**config.mk**
```make
export PLATFORM = sky130hd
export DESIGN_NAME = coin_acceptor_flat
export DESIGN_NICKNAME = d
export VERILOG_FILES = /design/src/rtl/coin_acceptor_if.sv /design/src/rtl/coin_acceptor.sv /design/src/flat_wrapper.sv
export SDC_FILE = /design/constraint.sdc
export NUM_CORES = 1
export LEC_CHECK = 0
export ABC_CLOCK_PERIOD_IN_PS = 5120
export BUFFER_PORTS_ARGS = -buffer_cell sky130_fd_sc_hd__buf_2
export CELL_PAD_IN_SITES_DETAIL_PLACEMENT = 0
export CELL_PAD_IN_SITES_GLOBAL_PLACEMENT = 1
export CORE_MARGIN = 10
export CORE_UTILIZATION = 47
export DETAILED_ROUTE_END_ITERATION = 8
export GPL_TIMING_DRIVEN = 1
export PLACE_DENSITY_LB_ADDON = 0.2
export SYNTH_ARGS = -nofsm -noshare
export SYNTH_HDL_FRONTEND = slang
export SYNTH_SLANG_ARGS = --single-unit
```
**constraint.sdc**
```tcl
create_clock -name clk -period 5.12 [get_ports clk]
set_input_delay 0.512 -clock clk [delete_from_list [all_inputs] [get_ports clk]]
set_output_delay 0.512 -clock clk [all_outputs]
set_load 0.02 [all_outputs]
```
**src/rtl/coin_acceptor_if.sv**
```systemverilog
// Coin front-end bus: raw slot sensors and accept enable toward the acceptor,
// debounced coin code, reject pulse and diagnostics back to the vending side.
interface coin_acceptor_if;
  logic       coin5_raw;
  logic       coin10_raw;
  logic       accept_en;
  logic [1:0] coin;
  logic       reject;
  logic       busy;
  logic [7:0] reject_cnt;

  // Environment / vending side: drives sensors and enable, consumes results
  modport master (
    output coin5_raw,
    output coin10_raw,
    output accept_en,
    input  coin,
    input  reject,
    input  busy,
    input  reject_cnt
  );

  // Acceptor side
  modport slave (
    input  coin5_raw,
    input  coin10_raw,
    input  accept_en,
    output coin,
    output reject,
    output busy,
    output reject_cnt
  );
endinterface

```
**src/rtl/coin_acceptor.sv**
```systemverilog
// Coin acceptor front-end: two-flop synchronizers on both slot sensors, a
// debounce/validation FSM, single-cycle coin/reject pulses and a saturating
// reject counter for diagnostics.
module coin_acceptor #(
  parameter int unsigned DEBOUNCE_CYCLES = 4,
  parameter int unsigned CNT_W           = 8
) (
  input  logic           clk,
  input  logic           rst_n,
  coin_acceptor_if.slave bus
);

  typedef enum logic [1:0] {
    ST_IDLE     = 2'd0,
    ST_DEBOUNCE = 2'd1,
    ST_RELEASE  = 2'd2
  } state_t;

  // Counter value at which the next stable sample completes a full run
  localparam logic [CNT_W-1:0] CNT_LAST = CNT_W'(DEBOUNCE_CYCLES - 1);
  localparam logic [CNT_W-1:0] CNT_ONE  = CNT_W'(1);
  localparam logic [CNT_W-1:0] CNT_ZERO = CNT_W'(0);

  logic [1:0]       sync5_q;
  logic [1:0]       sync10_q;
  logic [1:0]       samp_s;
  state_t           state_q;
  logic [CNT_W-1:0] cnt_q;
  logic [1:0]       cand_q;
  logic [1:0]       coin_q;
  logic             reject_q;
  logic             busy_q;
  logic [7:0]       rej_cnt_q;

  // Saturating increment so the diagnostic counter never wraps
  function automatic logic [7:0] sat_inc(input logic [7:0] v);
    if (v == 8'hFF) begin
      return v;
    end else begin
      return v + 8'd1;
    end
  endfunction

  // Synchronized sample bus: bit 1 = 10-unit line, bit 0 = 5-unit line,
  // which makes the sample value identical to the coin code it would produce
  assign samp_s = {sync10_q[1], sync5_q[1]};

  // Two-flop synchronizers for the asynchronous sensor lines
  always_ff @(posedge clk or negedge rst_n) begin
    if (!rst_n) begin
      sync5_q  <= 2'b00;
      sync10_q <= 2'b00;
    end else begin
      sync5_q  <= {sync5_q[0], bus.coin5_raw};
      sync10_q <= {sync10_q[0], bus.coin10_raw};
    end
  end

  // Debounce/validation FSM with registered pulse outputs and reject counter
  always_ff @(posedge clk or negedge rst_n) begin
    if (!rst_n) begin
      state_q   <= ST_IDLE;
      cnt_q     <= CNT_ZERO;
      cand_q    <= 2'b00;
      coin_q    <= 2'b00;
      reject_q  <= 1'b0;
      busy_q    <= 1'b0;
      rej_cnt_q <= 8'd0;
    end else begin
      // Pulses last one cycle unless re-asserted below
      coin_q   <= 2'b00;
      reject_q <= 1'b0;
      case (state_q)
        ST_IDLE: begin
          if (samp_s == 2'b01 || samp_s == 2'b10) begin
            cand_q  <= samp_s;
            cnt_q   <= CNT_ONE;
            state_q <= ST_DEBOUNCE;
            busy_q  <= 1'b1;
          end else if (samp_s == 2'b11) begin
            // Both slots at once cannot be a legal single coin
            reject_q  <= 1'b1;
            rej_cnt_q <= sat_inc(rej_cnt_q);
            cnt_q     <= CNT_ZERO;
            state_q   <= ST_RELEASE;
            busy_q    <= 1'b1;
          end else begin
            busy_q <= 1'b0;
          end
        end
        ST_DEBOUNCE: begin
          if (samp_s == 2'b00) begin
            // Too short to be a coin: drop silently
            cnt_q   <= CNT_ZERO;
            state_q <= ST_IDLE;
            busy_q  <= 1'b0;
          end else if (samp_s != cand_q) begin
            reject_q  <= 1'b1;
            rej_cnt_q <= sat_inc(rej_cnt_q);
            cnt_q     <= CNT_ZERO;
            state_q   <= ST_RELEASE;
          end else if (cnt_q == CNT_LAST) begin
            // accept_en only matters on this edge
            if (bus.accept_en) begin
              coin_q <= cand_q;
            end else begin
              reject_q  <= 1'b1;
              rej_cnt_q <= sat_inc(rej_cnt_q);
            end
            cnt_q   <= CNT_ZERO;
            state_q <= ST_RELEASE;
          end else begin
            cnt_q <= cnt_q + CNT_ONE;
          end
        end
        ST_RELEASE: begin
          if (samp_s != 2'b00) begin
            cnt_q <= CNT_ZERO;
          end else if (cnt_q == CNT_LAST) begin
            cnt_q   <= CNT_ZERO;
            state_q <= ST_IDLE;
            busy_q  <= 1'b0;
          end else begin
            cnt_q <= cnt_q + CNT_ONE;
          end
        end
        default: begin
          cnt_q   <= CNT_ZERO;
          state_q <= ST_IDLE;
          busy_q  <= 1'b0;
        end
      endcase
    end
  end

  assign bus.coin       = coin_q;
  assign bus.reject     = reject_q;
  assign bus.busy       = busy_q;
  assign bus.reject_cnt = rej_cnt_q;

endmodule

```
**src/flat_wrapper.sv**
```systemverilog
// flat-port wrapper written by rule: the top's interface ports become plain ports
module coin_acceptor_flat 
#(
  parameter int unsigned DEBOUNCE_CYCLES = 4,
  parameter int unsigned CNT_W           = 8
)
  (clk, rst_n, bus_coin5_raw, bus_coin10_raw, bus_accept_en, bus_coin, bus_reject, bus_busy, bus_reject_cnt);
  coin_acceptor_if bus_i ();
  input  logic clk;
  input  logic rst_n;
  input wire logic [$bits(bus_i.coin5_raw)-1:0] bus_coin5_raw;
  input wire logic [$bits(bus_i.coin10_raw)-1:0] bus_coin10_raw;
  input wire logic [$bits(bus_i.accept_en)-1:0] bus_accept_en;
  output wire logic [$bits(bus_i.coin)-1:0] bus_coin;
  output wire logic [$bits(bus_i.reject)-1:0] bus_reject;
  output wire logic [$bits(bus_i.busy)-1:0] bus_busy;
  output wire logic [$bits(bus_i.reject_cnt)-1:0] bus_reject_cnt;
  assign bus_i.coin5_raw = bus_coin5_raw;
  assign bus_i.coin10_raw = bus_coin10_raw;
  assign bus_i.accept_en = bus_accept_en;
  assign bus_coin = bus_i.coin;
  assign bus_reject = bus_i.reject;
  assign bus_busy = bus_i.busy;
  assign bus_reject_cnt = bus_i.reject_cnt;
  coin_acceptor #(.DEBOUNCE_CYCLES(DEBOUNCE_CYCLES), .CNT_W(CNT_W)) u_core (.clk(clk), .rst_n(rst_n), .bus(bus_i));
endmodule
```
==> flow_metrics.py, run 1 <==
metrics = {
    "synthesis": {
        "synth_area_leaders": "dfrtp_1, ha_1, xnor2_1",
        "yosysTopAreaCellShare": 0.505,
        "async_flop_share": 1.00,
        "yosysWarnings": 0,
        "synth_cell_type_count": 37,
        "avgSynthCellArea_sq_um": 10.3,
        "synth_largest_area_cell": "dfrtp_1",
        "synthesis.area_sq_um": 1390,
        "syn-instance-count": 135,
        "synth-edff-count": 0,
        "synth_nets": 145,
        "ys_seq_area_frac": 0.505,
        "ys_top_cells_by_count": "dfrtp_1, nand2_1, inv_1",
        "ys_seq_elements": 28,
        "synth_flop_cell": "dfrtp_1",
        "synth_most_common_cell": "dfrtp_1",
    },
    "routing": {
        "drt-wirelength-per-cell_um": 14.2,
        "vias": 1013,
        "dr.pass1.iters": 4,
        "routed_wl_um": 2570,
        "drc": 0,
        "drt_iter0_markers": 65,
        "vias_per_cell": 5.60,
        "antenna_left": 0,
    },
    "clock_network": {
        "clock_latency_ps": 330,
        "cts_hold_buf": 0,
        "cts-root-buf": "clkbuf_4",
        "post-cts-setup-buffer-count": 0,
        "numClockSinks": 28,
        "clk_pin_slew_ps": 140,
        "cts_resized": 0,
        "cts_tree": "built",
        "cts_buffers": 3,
        "htreeDepth": 1,
        "clock_path_buffers": 2,
    },
    "pwr": {
        "peakVddDrop_mv": 0.288,
        "cellPowerDensity_nw_per_um2": 431,
        "switching_share": 0.400,
        "p_comb_frac": 0.356,
        "cellInternalPower_uw": 388,
        "p_switching_uw": 259,
        "finalPower_uw": 647,
        "pwr-share-seq": 0.507,
        "p_leak_nw": 0.759,
        "pwr-share-clk": 0.137,
    },
    "global_route": {
        "grt_max_degree": 29,
        "use_met3": 0.0239,
        "grt_pass1_wl_um": 4600,
        "grt_usage": 0.105,
        "grt_pass1_vias": 1003,
        "grtUsageMet2": 0.170,
        "grt_util_met1": 0.130,
        "grt_overflow": 0,
        "busiest_layer": "met2",
        "antenna_found_initial": 0,
    },
    "critical_path": {
        "reg2reg_setup_slack_ps": 2970,
        "cp.arrival_ps": 2380,
        "cp-end-kind": "flip-flop",
        "worstSetupPathType": "reg -> reg",
        "r2r_cells": 6,
        "critPathMaxFanout": 7,
        "r2r-end": "u_core.cnt_q[6]",
        "worst_ep_required_time_ps": 5350,
        "start_kind": "flip-flop",
        "r2r_start": "u_core.sync10_q[1]",
    },
    "placed_design": {
        "place_ws_ps": 2990,
        "postPlaceCellArea_sq_um": 1480,
        "numPortBuffers": 16,
        "dp.cells": 178,
        "globalplace.congestion": 0.830,
        "dp_hpwl_um": 1960,
    },
    "floorplan": {
        "start_util": 0.499,
        "ios": 17,
        "coreArea_sq_um": 2780,
        "die_h_um": 74.3,
        "die_w_um": 74.3,
        "dieArea_sq_um": 5530,
        "num_rows": 19,
    },
    "run": {
        "maxCapViolations": 0,
    },
    "finish": {
        "synthToLayoutAreaGrowth_pct": 8.21,
        "nNetsFinal": 162,
        "n_antenna_cell": 0,
        "drive_above_1_share": 0.147,
        "final_design_area_no_fill_sq_um": 1500,
        "final_cells": 181,
    },
    "sta": {
        "rsz0062_at_grt": "false",
        "setup_viol": 0,
        "post-route-period-util": 0.421,
        "drv_slew": 0,
        "final.min_clock_period_ps": 2150,
        "fmax_mhz": 464,
        "worst_pin_slew_ps": 969,
        "finClkSkew_ps": 11.5,
        "fin_tns_setup_ps": 0,
        "finalHoldViolCount": 0,
        "maxSlewHeadroom": 0.348,
        "timing.final.ws_setup_ps": 2970,
    },
    "hold_path": {
        "min_path_type": "in -> async",
    },
    "status": {
        "status": "finished clean",
    },
}
==> layer usage <==
metal	part of all wire	vias up
met1	0.46	494
met5	0	-
met4	0.019	0
met2	0.48	10
li1	-	504
met3	0.037	5
==> worst max-delay path by stage <==
stage / startpoint / endpoint / slack [ps] / cells after the start
after floorplan: u_core.cnt_q[0] / u_core.cnt_q[3] / 3260 / 7
after global placement: u_core.sync10_q[1] / u_core.cnt_q[6] / 2980 / 6
after detailed placement: u_core.sync10_q[1] / u_core.cnt_q[6] / 2990 / 6
after CTS: u_core.sync10_q[1] / u_core.cnt_q[6] / 2970 / 6
after global routing: u_core.cnt_q[0] / u_core.cnt_q[4] / 2810 / 6
final: u_core.sync10_q[1] / u_core.cnt_q[6] / 2970 / 6
==> critical path: stages (launching register included) <==
cell     delay, ps
dfrtp_1        440
inv_1           80
ha_1           350
nor4_1         750
or3_1          210
a21oi_1         60
a21o_1         160
==> state kept, by name, summed over array words and instances (netlist names) <==
| signal | cells |
|---|---|
| u_core.sync5_q | 2 |
| u_core.cand_q | 2 |
| u_core.bus.reject | 1 |
| u_core.cnt_q | 8 |
| u_core.bus.busy | 1 |
| u_core.bus.reject_cnt | 8 |
| u_core.bus.coin | 2 |
| u_core.state_q | 2 |
| u_core.sync10_q | 2 |
==> cell families after synthesis <==
logic type               Yosys count  synth area share
AO/OA/AOI/OAI                     26             0.117
AND/OR/NAND/NOR                   52             0.216
multiplexers                       2            0.0153
flip-flops                        28             0.505
adder cells (fa/ha/maj)            5            0.0451
buffers and inverters             13            0.0442
XOR/XNOR                           9            0.0568
==> power groups by stage <==
stage          clock (mW)  combinational [mW]  sequential, mW
2_1_floorplan           0               0.164           0.339
3_3_place_gp            0               0.231           0.331
3_5_place_dp            0               0.232           0.332
4_1_cts            0.0917               0.233           0.328
5_1_grt             0.104               0.261           0.337
6_report           0.0884               0.230           0.328
==> layout make-up <==
type	instances	area (sq um)
fillers	265	1280
flip-flops and latches	28	701
multi-input cells	94	626
repair buffers	16	80.1
well taps	31	38.8
inverters	9	33.8
clock buffers	3	22.5
==> placed cells by master (no fill, tap or decap), drive strengths merged <==
cell     n
mux2i    1
o211ai   1
nand2b   2
xor2     2
nor2b    2
nor2     7
o21ai   11
or3      1
dfrtp   28
and3b    1
nand3    5
inv      9
or4b     1
and3     6
mux2     1
or2      1
o221a    2
ha       5
o22ai    1
xnor2    7
nor3b    5
nor3     1
a21oi    5
o21a     1
a21o     4
nand4    4
buf     16
a32oi    1
nand2   13
clkbuf   3
nor4     2
or4      1
==> metrics by stage <==
stage	util	hold slack, ps
final	0.540	162
after CTS	0.540	180
after detailed placement	0.532	343
after global placement	0.532	335
after global routing	0.540	201
after floorplan	-	216
(Power assumes the default switching activity.)
==> run 2, diff against run 1 <==
Settings changed: ABC_CLOCK_PERIOD_IN_PS 5120 to 1950, CORE_UTILIZATION 47 to 40.
Clock period 5.12 ns to 1.95 ns, I/O delays scaled along.
==> flow_metrics.py, run 2 (synthesized netlist as in run 1, its figures left out) <==
metrics = {
    "critical_path": {
        "crit_chain": "ha_2, or4b_4, nor2_2, o21a_4, mux2_1",
        "worst_ep_required_time_ps": 2180,
        "slowest_delay_ps": 480,
        "start_kind": "flip-flop",
        "critPathMaxFanout": 8,
        "r2r-end": "u_core.bus.reject_cnt[1]",
        "startpoint": "u_core.cnt_q[1]",
        "cp_slowest_cell": "or4b_4",
        "worstSetupPathType": "reg -> reg",
        "cp.arrival_ps": 2060,
        "cp-end-kind": "flip-flop",
        "r2r_cells": 5,
        "reg2reg_setup_slack_ps": 110,
        "r2r_start": "u_core.cnt_q[1]",
    },
    "finish": {
        "final_cell_mix": "dfrtp_1, buf_2, buf_4",
        "nNetsFinal": 181,
        "synthToLayoutAreaGrowth_pct": 22.8,
        "final_common_cell": "dfrtp_1",
        "final_design_area_no_fill_sq_um": 1700,
        "drive_above_1_share": 0.259,
        "fillCellCount": 325,
        "n_antenna_cell": 0,
    },
    "hold_path": {
        "worstHoldPathCells": 3,
        "hp-start": "bus_accept_en",
        "holdPathEnd": "u_core.bus.coin[1]",
        "min_path_type": "in -> reg",
    },
    "routing": {
        "routed_wl_um": 2980,
        "dr.pass1.iters": 4,
        "vias_per_cell": 5.01,
        "drc": 0,
        "drt_iter0_markers": 53,
        "vias": 1083,
        "antenna_left": 0,
        "drt-wirelength-per-cell_um": 13.8,
    },
    "clock_network": {
        "clk_pin_slew_ps": 140,
        "clock_latency_ps": 320,
        "htreeDepth": 1,
        "numClockSinks": 28,
        "cts_buffers": 3,
        "cts-root-buf": "clkbuf_4",
        "cts_tree": "built",
        "clock_path_buffers": 2,
    },
    "sta": {
        "finalHoldViolCount": 0,
        "worst_pin_slew_ps": 604,
        "setup_viol": 0,
        "timing.final.ws_setup_ps": 115,
        "finClkSkew_ps": 4.12,
        "final.min_clock_period_ps": 1840,
        "fmax_mhz": 545,
        "whs_ps": 131,
        "drv_slew": 0,
        "post-route-period-util": 0.941,
        "maxSlewHeadroom": 0.597,
        "fin_tns_setup_ps": 0,
    },
    "global_route": {
        "grtUsageMet2": 0.162,
        "grt_util_met1": 0.125,
        "antenna_found_initial": 0,
        "busiest_layer": "met2",
        "grt_overflow": 0,
        "grt_pass1_vias": 1103,
        "grt_max_degree": 29,
        "grt_pass1_wl_um": 5150,
        "use_met3": 0.0293,
        "grt_usage": 0.0993,
    },
    "floorplan": {
        "die_w_um": 78.9,
        "dieArea_sq_um": 6220,
        "coreArea_sq_um": 3340,
        "die_h_um": 78.9,
        "num_rows": 21,
        "ios": 17,
        "start_util": 0.416,
    },
    "placed_design": {
        "place_ws_ps": -42.9,
        "globalplace.congestion": 0.810,
        "postPlaceCellArea_sq_um": 1590,
        "dp_hpwl_um": 2220,
        "numPortBuffers": 16,
    },
    "run": {
        "maxCapViolations": 0,
    },
    "pwr": {
        "cellPowerDensity_nw_per_um2": 1090,
        "p_leak_nw": 0.865,
        "peakVddDrop_mv": 0.557,
    },
    "status": {
        "status": "finished clean",
    },
}
-- run 2: area by class of cell --
| type | count | area [sq um] | area share |
|---|---|---|---|
| Tap cell | 46 | 57.6 | 0.0338 |
| Clock buffer | 4 | 36.3 | 0.0213 |
| Multi-Input combinational cell | 94 | 646 | 0.379 |
| Inverter | 9 | 33.8 | 0.0198 |
| Sequential cell | 28 | 701 | 0.411 |
| Timing Repair Buffer | 35 | 230 | 0.135 |
-- run 2: how the worst max path moves through the flow --
stage                     slack [ps]                  endpoint  depth (start not counted)
after global placement            60  u_core.bus.reject_cnt[1]                          5
final                            110  u_core.bus.reject_cnt[1]                          5
after detailed placement         -40  u_core.bus.reject_cnt[1]                          5
after global routing             -20         u_core.state_q[1]                          7
after floorplan                   90           u_core.cnt_q[3]                          7
after CTS                          8           u_core.cnt_q[4]                          6
-- run 2: critical path: cells and delay by family (launching register included) --
| kind | cells | cell delay, ps |
|---|---|---|
| simple gates | 2 | 650 |
| flops | 1 | 390 |
| mux | 1 | 320 |
| compound gates | 1 | 190 |
| fa+ha+maj | 1 | 180 |
-- run 2: repair_timing --
| item | in CTS | in global routing |
|---|---|---|
| buffers inserted | 0 | 4 |
| pin swaps | 0 | 2 |
| hold buffers | 3 | 0 |
| resized for setup | 1 | 5 |
| endpoints found under the setup margin | 5 | 10 |
| hold endpoints to repair | 30 | 0 |
-- run 2: layer usage --
layer / routed length (um) / part of all wire / up-vias
li1: - / - / 539
met1: 1390 / 0.47 / 522
met2: 1420 / 0.48 / 18
met3: 145 / 0.049 / 4
met4: 22 / 0.0074 / 0
met5: 0 / 0 / -
-- run 2: report_power, final --
group | internal, mW | switching [mW] | total, mW
combinational | 0.314 | 0.396 | 0.710
sequential | 0.703 | 0.159 | 0.862
clock | 0.114 | 0.165 | 0.279
-- run 2: through the flow --
step | total power, mW | utilization | std cells
floorplan | 1.32 | - | 135
global placement | 1.50 | 0.476 | 205
detailed placement | 1.53 | 0.476 | 205
CTS | 1.83 | 0.496 | 212
global route | 2.00 | 0.511 | 216
finish | 1.85 | 0.511 | 216
==> run 3, diff against run 2 <==
Settings changed: PLACE_DENSITY from default to 0.82, PLACE_DENSITY_LB_ADDON 0.2 to default.
==> flow_metrics.py, run 3 (synthesized netlist as in run 1, its figures left out) <==
metrics = {
    "status": {
        "status": "finished clean",
    },
    "critical_path": {
        "worst_ep_required_time_ps": 2210,
        "r2r_cells": 6,
        "worstSetupPathType": "reg -> reg",
        "r2r_start": "u_core.cnt_q[0]",
        "crit_buf_inv": 0,
        "cpLargestDelayFamily": "simple AND/OR/NAND/NOR gates",
        "cp.arrival_ps": 2130,
        "cp_slowest_cell": "or4b_4",
        "r2r-end": "u_core.bus.reject_cnt[7]",
        "start_kind": "flip-flop",
        "cp-end-kind": "flip-flop",
        "reg2reg_setup_slack_ps": 70,
        "critPathMaxFanout": 8,
        "crit_chain": "ha_1, or4b_4, nor2_2, o21a_4, and3b_1, xor2_1",
        "slowest_delay_ps": 500,
    },
    "global_route": {
        "grt_max_degree": 29,
        "grt_usage": 0.0958,
        "antenna_found_initial": 0,
        "grt_overflow": 0,
        "grt_pass1_wl_um": 4950,
        "grt_pass1_vias": 1128,
    },
    "routing": {
        "vias_per_cell": 5.10,
        "drt-wirelength-per-cell_um": 13.5,
        "drt_iter0_markers": 53,
        "dr.pass1.iters": 4,
        "routed_wl_um": 2890,
        "drc": 0,
        "vias": 1097,
        "antenna_left": 0,
    },
    "finish": {
        "nNetsFinal": 180,
        "n_antenna_cell": 0,
        "fin_util": 0.506,
        "synthToLayoutAreaGrowth_pct": 21.7,
        "drive_above_1_share": 0.243,
        "final_cell_mix": "dfrtp_1, buf_2, buf_4",
        "final_common_cell": "dfrtp_1",
    },
    "sta": {
        "post-route-period-util": 0.963,
        "setup_viol": 0,
        "worst_pin_slew_ps": 626,
        "maxSlewHeadroom": 0.582,
        "fin_tns_setup_ps": 0,
        "finClkSkew_ps": 1.74,
        "final.min_clock_period_ps": 1880,
        "drv_slew": 0,
        "fmax_mhz": 533,
        "finalHoldViolCount": 0,
    },
    "pwr": {
        "peakVddDrop_mv": 0.793,
        "cellPowerDensity_nw_per_um2": 1080,
        "p_leak_nw": 0.861,
    },
    "floorplan": {
        "num_rows": 21,
        "die_w_um": 78.9,
        "dieArea_sq_um": 6220,
        "die_h_um": 78.9,
        "coreArea_sq_um": 3340,
        "ios": 17,
        "start_util": 0.416,
    },
    "run": {
        "maxCapViolations": 0,
    },
    "placed_design": {
        "numPortBuffers": 16,
        "dp_hpwl_um": 2230,
        "globalplace.congestion": 0.839,
    },
    "clock_network": {
        "numClockSinks": 28,
        "htreeDepth": 1,
        "cts_buffers": 3,
        "cts_tree": "built",
        "clock_path_buffers": 2,
        "cts-root-buf": "clkbuf_4",
        "clock_latency_ps": 320,
        "clk_pin_slew_ps": 150,
    },
    "hold_path": {
        "holdPathEnd": "u_core.bus.coin[1]",
        "hp-start": "bus_accept_en",
        "worstHoldPathCells": 3,
        "min_path_type": "in -> reg",
    },
}
[run 3: cell count changes in the layout (fill, tap and decap cells not counted), sizes merged]
| cell | change |
|---|---|
| buf | -1 |
[run 3: layer usage]
layer / track usage / share of wire / up-vias
li1: - / - / 538
met1: 0.110 / 0.45 / 523
met2: 0.167 / 0.48 / 34
met3: 0.0259 / 0.059 / 2
met4: 0.0341 / 0.0073 / 0
met5: 0 / 0 / -
[run 3: how the worst max path moves through the flow]
stage / start / end / slack [ps] / cells after the start
5_1_grt: u_core.cnt_q[0] / u_core.bus.reject_cnt[7] / -5 / 6
4_1_cts: u_core.cnt_q[0] / u_core.bus.reject_cnt[7] / 8 / 6
2_1_floorplan: u_core.cnt_q[0] / u_core.cnt_q[3] / 90 / 7
3_3_place_gp: u_core.cnt_q[0] / u_core.bus.reject_cnt[1] / 50 / 5
6_report: u_core.cnt_q[0] / u_core.bus.reject_cnt[7] / 70 / 6
3_5_place_dp: u_core.cnt_q[0] / u_core.bus.reject_cnt[7] / -60 / 6
[run 3: per-stage QoR]
| stage | std cells | total power, mW | setup WS, ps | instance area [sq um] | hold slack, ps |
|---|---|---|---|---|---|
| after floorplan | 135 | 1.32 | 86.2 | 1390 | -101 |
| after global placement | 206 | 1.49 | 49.0 | 1600 | 234 |
| after detailed placement | 206 | 1.54 | -57.6 | 1600 | 249 |
| after CTS | 213 | 1.83 | 7.78 | 1660 | 120 |
| after global routing | 215 | 1.97 | -5.32 | 1690 | 117 |
| final | 215 | 1.83 | 72.1 | 1690 | 128 |
[run 3: report_power, final]
part / switching [mW] / internal (mW)
Sequential: 0.158 / 0.703
Combinational: 0.389 / 0.295
Clock: 0.169 / 0.114
[run 3: what timing repair did]
item,in CTS,in global routing
gates resized for setup,1,3
hold endpoints to repair,30,0
endpoints found under the setup margin,4,10
pin swaps,1,2
buffers inserted,0,2
hold buffers,3,0
[run 3: final cells by class]
class / instances / area (sq um)
Multi-Input combinational cell: 94 / 638
Tap cell: 46 / 57.6
Timing Repair Buffer: 34 / 223
Sequential cell: 28 / 701
Inverter: 9 / 33.8
Fill cell: 309 / 1650
Clock buffer: 4 / 36.3
[run 3: worst reg2reg max path: stages, from the launching register on]
cell and delay, ps:
dfrtp_1 410, ha_1 180, or4b_4 500, nor2_2 170
o21a_4 190, and3b_1 190, xor2_1 170
